File: config.mk
export PLATFORM = sky130hd
export DESIGN_NAME = nx_msg_router
export DESIGN_NICKNAME = d
export VERILOG_FILES = /design/src/rtl/nx_msg_router.sv
export SDC_FILE = /design/constraint.sdc
export NUM_CORES = 1
export LEC_CHECK = 0
export ABC_AREA = 1
export CELL_PAD_IN_SITES_DETAIL_PLACEMENT = 0
export CELL_PAD_IN_SITES_GLOBAL_PLACEMENT = 1
export CORE_MARGIN = 3
export CORE_UTILIZATION = 39
export DETAILED_ROUTE_END_ITERATION = 7
export PLACE_DENSITY_LB_ADDON = 0.1
export REMOVE_ABC_BUFFERS = 1
export SLEW_MARGIN = 20
export SYNTH_ARGS = -nofsm -noshare
export SYNTH_HDL_FRONTEND = slang
export SYNTH_SLANG_ARGS = --single-unit
File: constraint.sdc
create_clock -name clk_i -period 6.8 [get_ports clk_i]
set_input_delay 1.02 -clock clk_i [delete_from_list [all_inputs] [get_ports clk_i]]
set_output_delay 1.02 -clock clk_i [all_outputs]
set_load 0.05 [all_outputs]
File: src/rtl/nx_msg_router.sv
// nx_msg_router
//   Per-node message router. Each inbound message carries a target
//   (row, col) and a command in its MSBs:
//   - Messages addressed elsewhere go into a small bypass FIFO, tagged with
//     an outbound direction.
//   - Messages addressed to this node are decoded into one of three
//     registered output groups (instr, map or signal). Reserved commands
//     are counted as drops.
//
// Ports
//   clk_i, rst_i                 clock, synchronous active-high reset
//   node_row_i, node_col_i       this node's coordinates
//   msg_data_i/valid_i/ready_o   inbound valid/ready stream
//   bypass_data_o/dir_o/valid_o, bypass_ready_i
//                                outbound FIFO head plus direction (0=N 1=E 2=S 3=W)
//   map_*_o                      decoded MAP command fields plus a one-cycle map_valid_o
//   signal_*_o                   decoded SIGNAL command fields plus a one-cycle signal_valid_o
//   instr_core_o/data_o/valid_o  decoded INSTR command
//   drop_count_o                 saturating count of reserved-command messages
module nx_msg_router #(
    parameter int STREAM_WIDTH   = 32,
    parameter int ADDR_ROW_WIDTH = 4,
    parameter int ADDR_COL_WIDTH = 4,
    parameter int COMMAND_WIDTH  = 2,
    parameter int INSTR_WIDTH    = 15,
    parameter int INPUTS         = 8,
    parameter int OUTPUTS        = 8,
    parameter int CORES          = 2,
    parameter int BYPASS_DEPTH   = 2,
    localparam int MAX_IO = (INPUTS > OUTPUTS) ? INPUTS : OUTPUTS,
    localparam int IO_W   = (MAX_IO > 1) ? $clog2(MAX_IO) : 1,
    localparam int IDX_W  = (OUTPUTS > 1) ? $clog2(OUTPUTS) : 1,
    localparam int CORE_W = (CORES > 1) ? $clog2(CORES) : 1
) (
    input  logic                      clk_i,
    input  logic                      rst_i,
    input  logic [ADDR_ROW_WIDTH-1:0] node_row_i,
    input  logic [ADDR_COL_WIDTH-1:0] node_col_i,
    input  logic [STREAM_WIDTH-1:0]   msg_data_i,
    input  logic                      msg_valid_i,
    output logic                      msg_ready_o,
    output logic [STREAM_WIDTH-1:0]   bypass_data_o,
    output logic [1:0]                bypass_dir_o,
    output logic                      bypass_valid_o,
    input  logic                      bypass_ready_i,
    output logic [IO_W-1:0]           map_io_o,
    output logic                      map_input_o,
    output logic [ADDR_ROW_WIDTH-1:0] map_remote_row_o,
    output logic [ADDR_COL_WIDTH-1:0] map_remote_col_o,
    output logic [IDX_W-1:0]          map_remote_idx_o,
    output logic                      map_slot_o,
    output logic                      map_broadcast_o,
    output logic                      map_seq_o,
    output logic                      map_valid_o,
    output logic [ADDR_ROW_WIDTH-1:0] signal_remote_row_o,
    output logic [ADDR_COL_WIDTH-1:0] signal_remote_col_o,
    output logic [IDX_W-1:0]          signal_remote_idx_o,
    output logic                      signal_state_o,
    output logic                      signal_valid_o,
    output logic [CORE_W-1:0]         instr_core_o,
    output logic [INSTR_WIDTH-1:0]    instr_data_o,
    output logic                      instr_valid_o,
    output logic [7:0]                drop_count_o
);

    localparam int R  = ADDR_ROW_WIDTH;
    localparam int C  = ADDR_COL_WIDTH;
    localparam int PW = STREAM_WIDTH - R - C - COMMAND_WIDTH;

    localparam int INSTR_BITS = CORE_W + INSTR_WIDTH;
    localparam int MAP_BITS   = IO_W + 1 + R + C + IDX_W + 3;
    localparam int SIG_BITS   = R + C + IDX_W + 1;

    // Payload field offsets, LSB-first
    localparam int M_IO   = 0;
    localparam int M_IN   = M_IO + IO_W;
    localparam int M_ROW  = M_IN + 1;
    localparam int M_COL  = M_ROW + R;
    localparam int M_IDX  = M_COL + C;
    localparam int M_SLOT = M_IDX + IDX_W;
    localparam int M_BC   = M_SLOT + 1;
    localparam int M_SEQ  = M_BC + 1;
    localparam int S_ROW  = 0;
    localparam int S_COL  = S_ROW + R;
    localparam int S_IDX  = S_COL + C;
    localparam int S_ST   = S_IDX + IDX_W;

    localparam logic [COMMAND_WIDTH-1:0] CMD_INSTR  = COMMAND_WIDTH'(0);
    localparam logic [COMMAND_WIDTH-1:0] CMD_MAP    = COMMAND_WIDTH'(1);
    localparam logic [COMMAND_WIDTH-1:0] CMD_SIGNAL = COMMAND_WIDTH'(2);

    localparam int PTR_W = (BYPASS_DEPTH > 1) ? $clog2(BYPASS_DEPTH) : 1;
    localparam int CNT_W = $clog2(BYPASS_DEPTH + 1);

    if (BYPASS_DEPTH < 1) begin : g_chk_depth
        $error("nx_msg_router: BYPASS_DEPTH must be at least 1");
    end
    if (COMMAND_WIDTH < 2) begin : g_chk_cmd
        $error("nx_msg_router: COMMAND_WIDTH must be at least 2");
    end
    if (PW < INSTR_BITS || PW < MAP_BITS || PW < SIG_BITS) begin : g_chk_payload
        $error("nx_msg_router: a payload format does not fit in the message");
    end

    // Coordinates are compared as two's-complement values, so a target at
    // column 0xF lies west of column 3 while column 4 lies east of it.
    function automatic logic [1:0] route_dir(
        input logic [R-1:0] t_row, input logic [C-1:0] t_col,
        input logic [R-1:0] n_row, input logic [C-1:0] n_col);
        logic [1:0] dir;
        if ($signed(t_row) < $signed(n_row))      dir = 2'd0;
        else if ($signed(t_row) > $signed(n_row)) dir = 2'd2;
        else if ($signed(t_col) > $signed(n_col)) dir = 2'd1;
        else                                      dir = 2'd3;
        return dir;
    endfunction

    function automatic logic [PTR_W-1:0] ptr_inc(input logic [PTR_W-1:0] p);
        return (p == PTR_W'(BYPASS_DEPTH - 1)) ? '0 : p + PTR_W'(1);
    endfunction

    logic [R-1:0]             tgt_row;
    logic [C-1:0]             tgt_col;
    logic [COMMAND_WIDTH-1:0] cmd;
    logic                     is_local;
    logic                     accept;
    logic                     push;
    logic                     pop;
    logic                     unused_msg_bits;

    assign tgt_row  = msg_data_i[STREAM_WIDTH-1 -: R];
    assign tgt_col  = msg_data_i[STREAM_WIDTH-R-1 -: C];
    assign cmd      = msg_data_i[STREAM_WIDTH-R-C-1 -: COMMAND_WIDTH];
    assign is_local = (tgt_row == node_row_i) && (tgt_col == node_col_i);
    // Payload bits above the widest format are intentionally ignored
    assign unused_msg_bits = ^msg_data_i;

    // Bypass FIFO
    logic [STREAM_WIDTH-1:0] fifo_data_q [BYPASS_DEPTH];
    logic [1:0]              fifo_dir_q  [BYPASS_DEPTH];
    logic [PTR_W-1:0]        wr_ptr_q, wr_ptr_d, rd_ptr_q, rd_ptr_d;
    logic [CNT_W-1:0]        count_q, count_d;

    assign msg_ready_o    = (count_q < CNT_W'(BYPASS_DEPTH));
    assign accept         = msg_valid_i && msg_ready_o;
    assign push           = accept && !is_local;
    assign bypass_valid_o = (count_q != '0);
    assign pop            = bypass_valid_o && bypass_ready_i;
    assign bypass_data_o  = bypass_valid_o ? fifo_data_q[rd_ptr_q] : '0;
    assign bypass_dir_o   = bypass_valid_o ? fifo_dir_q[rd_ptr_q]  : 2'd0;

    always_comb begin
        wr_ptr_d = push ? ptr_inc(wr_ptr_q) : wr_ptr_q;
        rd_ptr_d = pop  ? ptr_inc(rd_ptr_q) : rd_ptr_q;
        count_d  = count_q;
        unique case ({push, pop})
            2'b10:   count_d = count_q + CNT_W'(1);
            2'b01:   count_d = count_q - CNT_W'(1);
            default: count_d = count_q;
        endcase
    end

    always_ff @(posedge clk_i) begin
        if (push) begin
            fifo_data_q[wr_ptr_q] <= msg_data_i;
            fifo_dir_q[wr_ptr_q]  <= route_dir(tgt_row, tgt_col, node_row_i, node_col_i);
        end
    end

    // Local decode
    logic [IO_W-1:0]        map_io_q, map_io_d;
    logic                   map_input_q, map_input_d;
    logic [R-1:0]           map_row_q, map_row_d;
    logic [C-1:0]           map_col_q, map_col_d;
    logic [IDX_W-1:0]       map_idx_q, map_idx_d;
    logic                   map_slot_q, map_slot_d;
    logic                   map_bc_q, map_bc_d;
    logic                   map_seq_q, map_seq_d;
    logic                   map_valid_q, map_valid_d;
    logic [R-1:0]           sig_row_q, sig_row_d;
    logic [C-1:0]           sig_col_q, sig_col_d;
    logic [IDX_W-1:0]       sig_idx_q, sig_idx_d;
    logic                   sig_state_q, sig_state_d;
    logic                   sig_valid_q, sig_valid_d;
    logic [CORE_W-1:0]      instr_core_q, instr_core_d;
    logic [INSTR_WIDTH-1:0] instr_data_q, instr_data_d;
    logic                   instr_valid_q, instr_valid_d;
    logic [7:0]             drop_count_q, drop_count_d;

    always_comb begin
        map_io_d      = map_io_q;
        map_input_d   = map_input_q;
        map_row_d     = map_row_q;
        map_col_d     = map_col_q;
        map_idx_d     = map_idx_q;
        map_slot_d    = map_slot_q;
        map_bc_d      = map_bc_q;
        map_seq_d     = map_seq_q;
        map_valid_d   = 1'b0;
        sig_row_d     = sig_row_q;
        sig_col_d     = sig_col_q;
        sig_idx_d     = sig_idx_q;
        sig_state_d   = sig_state_q;
        sig_valid_d   = 1'b0;
        instr_core_d  = instr_core_q;
        instr_data_d  = instr_data_q;
        instr_valid_d = 1'b0;
        drop_count_d  = drop_count_q;
        if (accept && is_local) begin
            if (cmd == CMD_INSTR) begin
                instr_core_d  = msg_data_i[0 +: CORE_W];
                instr_data_d  = msg_data_i[CORE_W +: INSTR_WIDTH];
                instr_valid_d = 1'b1;
            end else if (cmd == CMD_MAP) begin
                map_io_d    = msg_data_i[M_IO +: IO_W];
                map_input_d = msg_data_i[M_IN];
                map_row_d   = msg_data_i[M_ROW +: R];
                map_col_d   = msg_data_i[M_COL +: C];
                map_idx_d   = msg_data_i[M_IDX +: IDX_W];
                map_slot_d  = msg_data_i[M_SLOT];
                map_bc_d    = msg_data_i[M_BC];
                map_seq_d   = msg_data_i[M_SEQ];
                map_valid_d = 1'b1;
            end else if (cmd == CMD_SIGNAL) begin
                sig_row_d   = msg_data_i[S_ROW +: R];
                sig_col_d   = msg_data_i[S_COL +: C];
                sig_idx_d   = msg_data_i[S_IDX +: IDX_W];
                sig_state_d = msg_data_i[S_ST];
                sig_valid_d = 1'b1;
            end else if (drop_count_q != 8'hFF) begin
                drop_count_d = drop_count_q + 8'd1;
            end
        end
    end

    // Reset clears every visible output, including held decode fields
    always_ff @(posedge clk_i) begin
        if (rst_i) begin
            wr_ptr_q      <= '0;
            rd_ptr_q      <= '0;
            count_q       <= '0;
            map_io_q      <= '0;
            map_input_q   <= 1'b0;
            map_row_q     <= '0;
            map_col_q     <= '0;
            map_idx_q     <= '0;
            map_slot_q    <= 1'b0;
            map_bc_q      <= 1'b0;
            map_seq_q     <= 1'b0;
            map_valid_q   <= 1'b0;
            sig_row_q     <= '0;
            sig_col_q     <= '0;
            sig_idx_q     <= '0;
            sig_state_q   <= 1'b0;
            sig_valid_q   <= 1'b0;
            instr_core_q  <= '0;
            instr_data_q  <= '0;
            instr_valid_q <= 1'b0;
            drop_count_q  <= 8'd0;
        end else begin
            wr_ptr_q      <= wr_ptr_d;
            rd_ptr_q      <= rd_ptr_d;
            count_q       <= count_d;
            map_io_q      <= map_io_d;
            map_input_q   <= map_input_d;
            map_row_q     <= map_row_d;
            map_col_q     <= map_col_d;
            map_idx_q     <= map_idx_d;
            map_slot_q    <= map_slot_d;
            map_bc_q      <= map_bc_d;
            map_seq_q     <= map_seq_d;
            map_valid_q   <= map_valid_d;
            sig_row_q     <= sig_row_d;
            sig_col_q     <= sig_col_d;
            sig_idx_q     <= sig_idx_d;
            sig_state_q   <= sig_state_d;
            sig_valid_q   <= sig_valid_d;
            instr_core_q  <= instr_core_d;
            instr_data_q  <= instr_data_d;
            instr_valid_q <= instr_valid_d;
            drop_count_q  <= drop_count_d;
        end
    end

    assign map_io_o            = map_io_q;
    assign map_input_o         = map_input_q;
    assign map_remote_row_o    = map_row_q;
    assign map_remote_col_o    = map_col_q;
    assign map_remote_idx_o    = map_idx_q;
    assign map_slot_o          = map_slot_q;
    assign map_broadcast_o     = map_bc_q;
    assign map_seq_o           = map_seq_q;
    assign map_valid_o         = map_valid_q;
    assign signal_remote_row_o = sig_row_q;
    assign signal_remote_col_o = sig_col_q;
    assign signal_remote_idx_o = sig_idx_q;
    assign signal_state_o      = sig_state_q;
    assign signal_valid_o      = sig_valid_q;
    assign instr_core_o        = instr_core_q;
    assign instr_data_o        = instr_data_q;
    assign instr_valid_o       = instr_valid_q;
    assign drop_count_o        = drop_count_q;

endmodule

# Yosys cells after proc, flatten, opt, wreduce, memory -nomap -nowiden
# Memories as Yosys holds them, arrays and structs flattened. A register that Yosys moved wholly into a read port is not among the register bits.
# Cells that the tools add are included.
# word_totals
register_bits,61
ramBits,68
inputBits,44
output_inout_bits,93
elab_cells,77
mem_count,2
# op_classes
n_addsub,5
magnitude_cmp,4
eq_ne,7
muxes,18
n_bitwise,4
reduce_logical,16
# memory_table
memory,depth,word_bits,rd,rd_clocked_by_memory_dff,wr,line,source
fifo_data_q,2,32,1,1,1,139,logic [STREAM_WIDTH-1:0] fifo_data_q [BYPASS_DEPTH];
fifo_dir_q,2,2,1,1,1,140,logic [1:0] fifo_dir_q [BYPASS_DEPTH];
# ops
cell,count
two-way mux 32 bit,1
two-way mux 1 bit,11
two-way mux 2 bit,5
adder 8 x 1 -> 8 bit (second input constant),1
== test 4 bit,2
greater-than comparator 4 bit,2
!= test 8 bit (second input constant),1
logical AND 1 bit,5
AND reduction 5 bit,1
== test 2 x 1 -> 1 bit (second input constant),2
== test 2 bit (second input constant),2
< comparator 4 bit,1
inverter 1 bit,4
case mux 2 bit (2 select lines),1
AND reduction 4 bit,1
nonzero test 2 bit,2
OR reduction 4 bit,1
AND reduction 3 bit,1
OR reduction 3 bit,1
adder 1 bit (second input constant),2
adder 2 x 1 -> 2 bit (second input constant),1
zero test 2 bit,1
< comparator 2 bit (second input constant),1
AND reduction 2 bit,1
3 further kinds,3

# Longest topological paths before layout
# Gate-level depths: netlist (run 1).
# logic_depth
ltp_word,6
mapped_depth,11
mapped_depth_nobuf,11

# Least setup slack after synthesis (run 1)
# No wires, ideal clock.
# synth_timing
kind,input-to-reg
from,input port node_col_i[3]
to,memory fifo_data_q[1][0] (enable)
setup_ns,0.427
t_arrival_ns,3.179
required_ns,6.373
path_slack_ns,3.194
cell_stages,7
path_buffers,0
path_cell_list,inv_1 > ha_1 > nand2_1 > nor2_4 > nand2_1 > nand2_1 > nor2_1
# synth_between
elab_chain_len,6
# synth_rtl
element,line,source
"start, declared",38,"input logic [ADDR_COL_WIDTH-1:0] node_col_i,"
== test 4 bit,134,assign is_local = (tgt_row == node_row_i) && (tgt_col == node_col_i);
logical AND 1 bit,134,
zero test 1 bit,146,assign push = accept && !is_local;
logical AND 1 bit,146,
two-way mux 1 bit,164,if (push) begin
two-way mux 1 bit (not written as such),165,fifo_data_q[wr_ptr_q] <= msg_data_i;
"end, declared",139,
# No other way between the ends.

==> results of run 1 <==
==> cell usage after synthesis, drive strengths merged <==
| cell | count | area share |
|---|---|---|
| nand3 | 11 | 0.013 |
| xnor2 | 1 | 0.0017 |
| o21ai | 51 | 0.048 |
| edfxtp | 68 | 0.39 |
| nand2 | 100 | 0.072 |
| o21a | 1 | 0.0014 |
| ha | 13 | 0.031 |
| a21oi | 44 | 0.042 |
| nor2 | 127 | 0.10 |
| inv | 39 | 0.028 |
| clkbuf | 15 | 0.011 |
| xor2 | 3 | 0.0050 |
| buf | 7 | 0.013 |
| nand4 | 2 | 0.0064 |
| nor3 | 3 | 0.0028 |
| dfxtp | 62 | 0.24 |
| clkinv | 2 | 0.0017 |
==> flip-flops by register name (all words and copies together) (netlist names), 2 cells and up, named ones only <==
register / flops
fifo_data_q: 64
instr_data_o: 15
drop_count_o: 8
fifo_dir_q: 4
map_remote_col_o: 4
map_remote_row_o: 4
signal_remote_col_o: 4
signal_remote_row_o: 4
map_io_o: 3
map_remote_idx_o: 3
signal_remote_idx_o: 3
count_q: 2
==> where the power goes <==
part	internal (mW)	total [mW]	switching (mW)
clock network	0.495	0.818	0.323
registers	0.906	0.929	0.0227
logic	0.238	0.818	0.580
==> final cells by class <==
cell class / count / area [um2]
fill: 1172 / 5640
sequential: 130 / 3280
multi-input combinational: 356 / 1730
timing repair buffer: 138 / 1380
clock buffer: 20 / 437
tap: 172 / 215
inverter: 41 / 158
clock inverter: 12 / 92.6
==> stage by stage <==
step                hold slack [ns]  instance area (um2)  utilization
finish                        0.473                 7290        0.564
global route                  0.511                 7290        0.564
CTS                           0.476                 7290        0.564
detailed placement            0.459                 6760        0.523
global placement              0.436                 6760        0.523
floorplan                     0.426                 5150            -
==> metal layers <==
layer,up-vias,track usage,part of all wire
met1,1892,0.236,0.46
met5,-,0,0
met2,107,0.293,0.46
met4,0,0.0721,0.017
li1,2074,-,-
met3,20,0.0613,0.069
==> worst max-delay path, stage by stage (launching register included) <==
cell,delay [ns]
dfxtp_1,0.30
buf_4,0.35
clkinv_1,0.90
nand2_1,0.26
a21oi_1,0.11
clkdlybuf4s50_1,0.75
==> logic make-up after synthesis <==
logic type | after synthesis | share of synthesized area
flip-flops | 130 | 0.623
adder cells (fa/ha/maj) | 13 | 0.0309
buffers and inverters | 63 | 0.0534
AND/OR/NAND/NOR | 243 | 0.195
AO/OA/AOI/OAI | 96 | 0.0916
XOR/XNOR | 4 | 0.00665
==> path summary, 6_finish.rpt <==
kind                                 from                 endpoint  slack (ns)
hold reg to reg     rd_ptr_q$_SDFFE_PP0P_                 register        0.47
hold / removal      rd_ptr_q$_SDFFE_PP0P_                 register        0.47
setup reg to reg  count_q[0]$_SDFFE_PP0P_  count_q[1]$_SDFFE_PP0P_        4.64
setup / recovery                 register         bypass_data_o[0]        2.68
==> flow_summary.yaml, run 1 <==
final_layout:
  instances_no_fill: 869
  drive_above_1_share: 0.0732
  num_antenna_cells: 0
  final_cell_mix: "clkdlybuf4s50_1, nor2_1, nand2_1"
  final_common_cell: "clkdlybuf4s50_1"
  nets: 741
  syn2layout_area_growth_pct: 38.3
sta:
  tightest_slew_ns: 1.01
  timing.final.crit_share: 0.606
  setup_viol: 0
  rsz0062_at_grt: "no"
  fmax_ghz: 0.243
  worst_slack_ns: 2.68
  fin_skew_ns: 0.00660
  post-route-min-period_ns: 4.12
  final_hold_viol_count: 0
  tns_ns: 0
  slew_violations: 0
  relSlewSlack: 0.323
drt:
  ant_nets: 0
  drt-total-wl_mm: 13.3
  via_per_inst: 4.71
  route.detailed.drc: 0
  wire_per_inst_um: 15.3
  vias: 4093
  first_iter_violations: 325
  drt_pass1_iterations: 4
placement:
  dp_slack_ns: 3.04
  hpwl_mm: 8.72
  dp.cells: 837
  globalplace.congestion: 0.768
  numPortBuffers: 136
worst_setup_path:
  worstPathRequired_ns: 5.78
  crit_path_end_kind: "primary output"
  rr_worst_depth: 9
  critPathLaunchType: "register"
  worst-path-max-fanout: 35
  crit_arrival_ns: 3.10
  crit_type: "register to primary output"
logic_synthesis:
  syn_area_um2: 5270
  yosysWarnings: 0
  synthDistinctLibCells: 29
  synth_area_per_cell_um2: 9.60
  postSynthCellCount: 549
  seq_area_frac_synth: 0.623
  synth-seq-cells: 130
cts:
  cts_resized: 0
  numCtsBuffers: 17
  cts_tree: "yes"
  cts_setup_buffers: 0
  clk_path_buf_depth: 2
  clock-sinks: 130
  cts-root-buf: "clkbuf_16"
  cts.clk_slew.worst_paths_ns: 0.05
  clock_latency_ns: 0.42
  cts_max_level: 4
  holdBufCountCts: 0
global_routing:
  grt.total_usage: 0.185
  antenna_found_initial: 0
  grt_remaining_overflow: 0
  grt_max_degree: 55
  grt_first_pass_wirelength_mm: 20.9
  grt_pass1_vias: 4053
status:
  status: "finished, final reports clean"
die:
  io-pin-count: 137
  die_x_um: 122
  start_util: 0.408
  core_area_um2: 12900
  die-area_um2: 15000
  dieHeight_um: 122
  rows: 41
min_path:
  min_path_cells: 1
  hp-class: "register to register"
power_and_ir_drop:
  peakVddDrop_mv: 0.126
  p_per_area_nw_per_um2: 352
  leakagePower_nw: 2.86
  total_power_mw: 2.57
flow_run:
  drv_cap: 0
Power figures use the tool's default switching activity.
==> run 2: changes to the inputs <==
Settings changed: CORE_UTILIZATION 39 to 37.
Clock period 6.8 ns to 4.1 ns, I/O delays scaled along.
==> run 2 against run 1 <==
- critical endpoint is now bypass_valid_o
- clock skew rose by 0.0031 ns
- via count rose by 0.98%
- combinational power is 64% higher
- largest cell class unchanged
- critical path depth is 2 lower
==> flow_summary.yaml, run 2 (same netlist as run 1, synthesis figures left out) <==
status:
  status: "finished, final reports clean"
global_routing:
  grt.total_usage: 0.177
  grt_use_met2: 0.270
  grt_first_pass_wirelength_mm: 21.7
  met1_usage: 0.230
  grt_pass1_vias: 4128
  grt_max_degree: 50
  use_met3: 0.0635
  grt.busiest_layer: "met2"
  grt_remaining_overflow: 0
  antenna_found_initial: 0
final_layout:
  final_cell_mix: "nor2_1, clkdlybuf4s50_1, nand2_1"
  final_common_cell: "nor2_1"
  syn2layout_area_growth_pct: 37.3
  fillers: 1293
  num_antenna_cells: 0
  instances_no_fill: 876
  nets: 744
  multi_input_area_um2: 1730
  largest_reg_flops: 64
  regArea_um2: 3280
  stdcell_area_um2: 7240
  drive_above_1_share: 0.124
  largest-register: "fifo_data_q"
worst_setup_path:
  cp_cell_sequence: "nor2_2 > inv_1 > clkdlybuf4s50_1"
  crit_path_end_kind: "primary output"
  worstPathRequired_ns: 3.48
  crit_type: "register to primary output"
  path_delay_family: "buffers and inverters"
  crit_arrival_ns: 2.28
  max_stage_delay_ns: 0.74
  critPathBufInv: 2
  critPathLaunchType: "register"
  cpMaxStageDelayCell: "clkdlybuf4s50_1"
  worst-path-max-fanout: 18
cts:
  cts_setup_buffers: 0
  clock_latency_ns: 0.42
  cts.clk_slew.worst_paths_ns: 0.05
  cts-root-buf: "clkbuf_16"
  clk_path_buf_depth: 2
  cts_tree: "yes"
  cts_resized: 0
  cts_max_level: 4
  numCtsBuffers: 17
  holdBufCountCts: 0
  clock-sinks: 130
placement:
  globalplace.congestion: 0.776
  dp.cells: 844
  hpwl_mm: 8.86
  numPortBuffers: 136
  placed_cell_area_um2: 6700
drt:
  via_per_inst: 4.72
  route.detailed.drc: 0
  wire_per_inst_um: 15.5
  vias: 4133
  ant_nets: 0
  drt-total-wl_mm: 13.6
  drt_pass1_iterations: 5
  first_iter_violations: 214
sta:
  relSlewSlack: 0.449
  fmax_ghz: 0.345
  rsz0062_at_grt: "no"
  final_hold_viol_count: 0
  tightest_slew_ns: 0.825
  setup_viol: 0
  post-route-min-period_ns: 2.90
  tns_ns: 0
  fin_skew_ns: 0.00971
  slew_violations: 0
  timing.final.crit_share: 0.706
power_and_ir_drop:
  peakVddDrop_mv: 0.331
  leakagePower_nw: 2.92
  p_per_area_nw_per_um2: 586
die:
  die-area_um2: 15700
  start_util: 0.387
  io-pin-count: 137
  core_area_um2: 13600
  rows: 42
  dieHeight_um: 125
  die_x_um: 125
flow_run:
  drv_cap: 0
min_path:
  hp-class: "register to register"
==> run 2: cell count changes in the layout (fill, tap and decap cells not counted), moves of 2 or more <==
cell             change
buf_4               +37
clkbuf_1             -2
clkdlybuf4s50_1     -34
clkinv_1             +3
clkinv_2             -4
clkinvlp_4           +2
==> run 2: report_power, final <==
group	total (mW)	internal, mW	switching, mW
registers	1.53	1.50	0.0329
clock network	1.37	0.833	0.536
logic	1.34	0.352	0.989
total	4.24	2.69	1.56
==> run 2: path summary, 6_finish.rpt <==
kind                                         startpoint                      end  slack, ns  depth (start not counted)
worst max-delay path            count_q[0]$_SDFFE_PP0P_           bypass_valid_o       1.20                          3
worst min register to register    rd_ptr_q$_SDFFE_PP0P_    rd_ptr_q$_SDFFE_PP0P_       0.45                          1
worst max register to register  count_q[0]$_SDFFE_PP0P_  count_q[1]$_SDFFE_PP0P_       1.92                          9
worst min-delay path              rd_ptr_q$_SDFFE_PP0P_    rd_ptr_q$_SDFFE_PP0P_       0.45                          1
==> run 2: metrics by stage <==
| step | worst slack [ns] | util | hold WS, ns | power, mW |
|---|---|---|---|---|
| 3_3_place_gp | 1.20 | 0.492 | 0.441 | 2.91 |
| 2_1_floorplan | 0.899 | - | 0.426 | 2.44 |
| 4_1_cts | 1.11 | 0.532 | 0.458 | 4.29 |
| 5_1_grt | 1.04 | 0.532 | 0.471 | 4.42 |
| 3_5_place_dp | 1.14 | 0.492 | 0.450 | 2.92 |
| 6_report | 1.20 | 0.532 | 0.452 | 4.24 |
==> run 2: layout make-up <==
class,instances,area share
clock inverter,13,0.0130
timing repair buffer,141,0.182
inverter,41,0.0218
sequential,130,0.454
clock buffer,19,0.0612
multi-input combinational,356,0.238
tap,176,0.0304
==> run 2: routing by layer <==
layer  wire length [um]  up-vias
li1                   -     2081
met2               6020      135
met4                295        0
met1               6260     1894
met5                  0        -
met3                996       23
